$ cat config.mk
export PLATFORM = sky130hd
export DESIGN_NAME = keypad_scanner
export DESIGN_NICKNAME = d
export VERILOG_FILES = /design/src/rtl/keypad_pkg.sv /design/src/rtl/keypad_sync.sv /design/src/rtl/keypad_scanner.sv
export SDC_FILE = /design/constraint.sdc
export NUM_CORES = 1
export LEC_CHECK = 0
export BUFFER_PORTS_ARGS = -buffer_cell sky130_fd_sc_hd__buf_2
export CORE_MARGIN = 2
export CORE_UTILIZATION = 65
export CTS_CLUSTER_SIZE = 8
export DETAILED_ROUTE_END_ITERATION = 16
export PLACE_DENSITY = 0.85
export SYNTH_ARGS = -nofsm -noshare
export SYNTH_HDL_FRONTEND = slang
export SYNTH_SLANG_ARGS = --single-unit
export TNS_END_PERCENT = 50
$ cat constraint.sdc
create_clock -name clk -period 6.28 [get_ports clk]
set_input_delay 1.256 -clock clk [delete_from_list [all_inputs] [get_ports clk]]
set_output_delay 1.256 -clock clk [all_outputs]
set_load 0.01 [all_outputs]
$ cat src/rtl/keypad_pkg.sv
// Shared types and key-code table for the 4x4 keypad scanner.
// Codes are indexed by {row, col}; '*' and '#' map to 0xE and 0xF.
package keypad_pkg;

  typedef enum logic [2:0] {
    ST_SCAN      = 3'd0,
    ST_DEB_PRESS = 3'd1,
    ST_EMIT      = 3'd2,
    ST_HELD      = 3'd3,
    ST_DEB_REL   = 3'd4
  } state_t;

  // Entry 15 first: r3c3 ... r0c0
  localparam logic [15:0][3:0] KEY_MAP = {
    4'hD, 4'hF, 4'h0, 4'hE,
    4'hC, 4'h9, 4'h8, 4'h7,
    4'hB, 4'h6, 4'h5, 4'h4,
    4'hA, 4'h3, 4'h2, 4'h1
  };

  function automatic logic [3:0] key_code(input logic [1:0] r, input logic [1:0] c);
    return KEY_MAP[{r, c}];
  endfunction

  // {valid, row index}: valid only when exactly one active-low row is asserted
  function automatic logic [2:0] single_low(input logic [3:0] rows);
    case (rows)
      4'b1110: return 3'b100;
      4'b1101: return 3'b101;
      4'b1011: return 3'b110;
      4'b0111: return 3'b111;
      default: return 3'b000;
    endcase
  endfunction

  function automatic logic [3:0] col_drive(input logic [1:0] idx);
    return ~(4'b0001 << idx);
  endfunction

endpackage

$ cat src/rtl/keypad_sync.sv
// Two-flop synchronizer for the asynchronous keypad row lines.
module keypad_sync #(
  parameter int WIDTH = 4
) (
  input  logic             clk,
  input  logic             rst,
  input  logic [WIDTH-1:0] d,
  output logic [WIDTH-1:0] q
);

  logic [WIDTH-1:0] q_p0;

  always_ff @(posedge clk or posedge rst) begin
    if (rst) begin
      q_p0 <= '0;
      q    <= '0;
    end else begin
      q_p0 <= d;
      q    <= q_p0;
    end
  end

endmodule

$ cat src/rtl/keypad_scanner.sv
// 4x4 keypad column scanner with press/release debounce and one-cycle key strobe.
// Column drive is frozen from the accepting sample until the release is debounced.
module keypad_scanner
  import keypad_pkg::*;
#(
  parameter int SCAN_DIV     = 50000,
  parameter int DEBOUNCE_CNT = 500000
) (
  input  logic       clk,
  input  logic       rst,
  input  logic [3:0] row,
  output logic [3:0] col,
  output logic [3:0] num,
  output logic       found,
  output logic       key_held
);

  localparam int CNT_MAX = (SCAN_DIV > DEBOUNCE_CNT) ? SCAN_DIV : DEBOUNCE_CNT;
  localparam int CNT_W   = $clog2(CNT_MAX) + 1;
  localparam logic [CNT_W-1:0] SCAN_LAST = CNT_W'(SCAN_DIV - 1);
  localparam logic [CNT_W-1:0] DEB_LAST  = CNT_W'(DEBOUNCE_CNT - 1);
  localparam logic [CNT_W-1:0] CNT_ONE   = CNT_W'(1);

  state_t           state;
  logic [1:0]       col_idx;
  logic [CNT_W-1:0] cnt;
  logic [3:0]       row_sync;
  logic [2:0]       hit;
  logic [3:0]       row_lat;
  logic [1:0]       row_idx_lat;
  logic             sample_hit;

  keypad_sync #(.WIDTH(4)) u_sync (
    .clk (clk),
    .rst (rst),
    .d   (row),
    .q   (row_sync)
  );

  assign hit        = single_low(row_sync);
  assign sample_hit = (state == ST_SCAN) && (cnt == SCAN_LAST) && hit[2];

  // Captured pattern only matters while debouncing, so it carries no reset
  always_ff @(posedge clk) begin
    if (sample_hit) begin
      row_lat     <= row_sync;
      row_idx_lat <= hit[1:0];
    end
  end

  always_ff @(posedge clk or posedge rst) begin
    if (rst) begin
      state    <= ST_SCAN;
      col_idx  <= 2'd0;
      col      <= 4'b1110;
      cnt      <= '0;
      num      <= 4'h0;
      found    <= 1'b0;
      key_held <= 1'b0;
    end else begin
      found <= 1'b0;
      case (state)
        ST_SCAN: begin
          if (cnt == SCAN_LAST) begin
            cnt <= '0;
            if (hit[2]) begin
              state <= ST_DEB_PRESS;
            end else begin
              col_idx <= col_idx + 2'd1;
              col     <= col_drive(col_idx + 2'd1);
            end
          end else begin
            cnt <= cnt + CNT_ONE;
          end
        end
        ST_DEB_PRESS: begin
          if (row_sync != row_lat) begin
            state   <= ST_SCAN;
            cnt     <= '0;
            col_idx <= col_idx + 2'd1;
            col     <= col_drive(col_idx + 2'd1);
          end else if (cnt == DEB_LAST) begin
            state    <= ST_EMIT;
            cnt      <= '0;
            found    <= 1'b1;
            num      <= key_code(row_idx_lat, col_idx);
            key_held <= 1'b1;
          end else begin
            cnt <= cnt + CNT_ONE;
          end
        end
        ST_EMIT: begin
          state <= ST_HELD;
        end
        ST_HELD: begin
          if (row_sync == 4'hF) begin
            state <= ST_DEB_REL;
            cnt   <= '0;
          end
        end
        ST_DEB_REL: begin
          if (row_sync != 4'hF) begin
            state <= ST_HELD;
            cnt   <= '0;
          end else if (cnt == DEB_LAST) begin
            state    <= ST_SCAN;
            cnt      <= '0;
            key_held <= 1'b0;
            col_idx  <= col_idx + 2'd1;
            col      <= col_drive(col_idx + 2'd1);
          end else begin
            cnt <= cnt + CNT_ONE;
          end
        end
        default: begin
          state <= ST_SCAN;
          cnt   <= '0;
        end
      endcase
    end
  end

endmodule

==> results.py <==
metrics = {
    "outcome": {
        "status": "finished clean",
    },
    "global_route": {
        "grt_start_max_net_pins": 44,
        "grt_pass1_vias": 1818,
        "grt_first_pass_wirelength_mm": 8.14,
        "grt-ovfl-total": 0,
        "track_usage_pct": 24.4,
        "antenna_found_initial": 0,
    },
    "min_path": {
        "min_path_type": "flip-flop to flip-flop",
    },
    "setup_path": {
        "cp-end-kind": "flip-flop",
        "path_class": "flip-flop to flip-flop",
        "required_ps": 6410,
        "cp_max_fo": 12,
        "arrival_ps": 3030,
        "crit_path_start_kind": "flip-flop",
    },
    "final_layout": {
        "antennaDiodeCount": 0,
        "nets": 279,
        "synthToLayoutAreaGrowth_pct": 6.77,
        "final_area_um2": 2740,
        "stdcell_count": 315,
        "n_fill_cell": 273,
        "drive_gt1_share_pct": 13.1,
    },
    "sta": {
        "setup_tns_ps": 0,
        "rsz0062_at_grt": "false",
        "layout_min_cycle_time_ps": 2900,
        "fmax_ghz": 0.345,
        "hold_viol": 0,
        "fin_skew_ps": 5.47,
        "fin_crit_sh_pct": 46.2,
        "worst_pin_slew_ps": 1260,
        "holdWs_ps": 354,
        "slew_headroom_pct": 15.2,
        "finalMaxSlewViolations": 0,
        "setup_viol": 0,
    },
    "clock_tree": {
        "clk_pin_slew_ps": 90,
        "clock-sinks": 49,
        "worstSkewPairLatency_ps": 300,
        "clk_path_buf_depth": 2,
        "cts_made_buffers": 5,
        "root_buffer": "clkbuf_8",
        "htree_levels": 2,
        "cts_hold_buf": 0,
        "cts_resized": 0,
        "tritoncts": "yes",
        "post-cts-setup-buffer-count": 0,
    },
    "floorplan": {
        "die_w_um": 66.9,
        "rows": 22,
        "die_area_um2": 4470,
        "die_height_um": 66.9,
        "start_util_pct": 68.6,
        "core-area_um2": 3740,
        "num_io_pins": 16,
    },
    "logic_synthesis": {
        "synth_nets": 271,
        "syn_area_per_cell_um2": 9.96,
        "seq_area_frac_synth_pct": 49.0,
        "syn-cell-area_um2": 2570,
        "postSynth.asyncResetShare_pct": 87.8,
        "ys_warn_count": 0,
        "syn_inst": 258,
        "synth_cell_types": 52,
        "synthFlopType": "dfrtp_1",
        "synth-edff-count": 6,
        "synth-seq-cells": 49,
    },
    "drt": {
        "via_count": 1959,
        "viasPerCell": 6.22,
        "drtIter0Drc": 186,
        "drt-pass1-iter-count": 5,
        "ant_nets": 0,
        "wl_per_cell_um": 15.4,
        "wl_mm": 4.85,
        "drc": 0,
    },
    "place": {
        "dp.cells": 307,
        "dp_hpwl_mm": 3.32,
        "place_area_um2": 2640,
        "numPortBuffers": 15,
        "routabilityCongestion": 0.861,
    },
    "power": {
        "p_leak_uw": 0.00120,
        "p_per_area_nw_per_um2": 205,
        "vdd_drop_max_mv": 0.146,
    },
    "job": {
        "drv_cap": 0,
    },
}
-- layer usage --
metal	vias to the layer above	wire [µm]	share of wire [%]	GRT usage, %
met3	11	294	6.1	5.57
met1	923	2270	47	31.4
met5	-	0	0	0
met4	0	120	2.5	11.0
met2	75	2170	45	39.4
li1	950	-	-	-
-- area by class of cell --
| type | count | area, µm² | area share (%) |
|---|---|---|---|
| clock inverters | 2 | 35.0 | 1.28 |
| well taps | 48 | 60.1 | 2.19 |
| flip-flops and latches | 49 | 1260 | 45.9 |
| clock buffers | 6 | 72.6 | 2.64 |
| inverters | 10 | 37.5 | 1.37 |
| repair buffers | 16 | 82.6 | 3.01 |
| multi-input cells | 184 | 1200 | 43.6 |
-- critical path: stages (launching register included) --
cell and delay (ps):
dfrtp_1 380, ha_1 210, and3_1 240, and3_1 260, nand3_1 170, and2_1 220
nor3_1 1000, o21ai_0 240
-- synth_stat cells (all sizes together) (3+ instances only) --
cell type | number | share of area (%)
o21ai | 30 | 6.0
ha | 7 | 3.4
nand2 | 22 | 3.2
or3 | 7 | 1.7
xnor2 | 6 | 2.0
xor2 | 3 | 1.0
nor3 | 8 | 1.6
or2 | 4 | 0.97
inv | 10 | 1.5
and4 | 5 | 1.7
nand3 | 10 | 1.9
nor3b | 5 | 1.5
or4 | 3 | 0.88
nor2 | 9 | 1.3
o31ai | 3 | 0.88
nor2b | 3 | 0.73
dfrtp | 40 | 39
edfxtp | 6 | 7.0
dfstp | 3 | 3.1
and3 | 5 | 1.2
mux2i | 6 | 2.3
a21o | 4 | 1.2
buf | 5 | 1.5
a21oi | 12 | 2.6
nand4 | 7 | 1.9
clkbuf | 10 | 1.5
and2 | 4 | 0.97
-- placed cells by master (no fill, tap or decap), drive strengths merged, types with 3 or more instances in the layout --
cell,instances
dfrtp,40
or2,4
and2,4
dfstp,3
ha,7
edfxtp,6
nor3,8
or3,7
or4,3
mux2i,6
and3,5
clkbuf,6
buf,16
o31ai,3
and4,5
o21ai,30
a21oi,12
xnor2,6
nand2,22
inv,9
a21o,4
nor2b,3
nor2,9
nor3b,5
xor2,3
nand4,7
nand3,10
-- cell families after synthesis --
| logic type | synth area share (%) |
|---|---|
| flops | 49.0 |
| mux | 3.65 |
| xor+xnor | 3.07 |
| simple gates | 21.9 |
| compound gates | 14.5 |
| buf+inv | 4.43 |
| fa+ha+maj | 3.41 |
-- power by group --
group	internal (µW)	total, µW	switching [µW]
logic	5.48	14.8	9.36
registers	323	328	4.35
clock network	118	219	101
-- path summary, 6_finish.rpt --
kind | slack, ps | from | end | cells past startpoint
min in group asynchronous | 1070 | rst | cnt[7] | 3
hold reg to reg | 350 | u_sync.q_p0[0] | u_sync.q[0] | 0
hold / removal | 350 | u_sync.q_p0[0] | u_sync.q[0] | 0
max in group asynchronous | 4850 | rst | col[2] | 3
setup / recovery | 3380 | cnt[0] | cnt[11] | 7
setup reg to reg | 3380 | cnt[0] | cnt[11] | 7
-- sequential cells by signal (all words and copies together) (netlist names) --
register     cells
cnt             20
row_lat          4
num              4
col_idx          2
found            1
col              4
u_sync.q_p0      4
state            3
key_held         1
row_idx_lat      2
u_sync.q         4
-- metrics by stage --
| step | worst slack, ps | util, % | power (µW) |
|---|---|---|---|
| floorplan | 4030 | - | 345 |
| global placement | 3580 | 70.4 | 348 |
| detailed placement | 3490 | 70.4 | 349 |
| CTS | 3510 | 73.3 | 565 |
| global route | 3210 | 73.3 | 579 |
| finish | 3380 | 73.3 | 561 |
(Power assumes the default switching activity.)
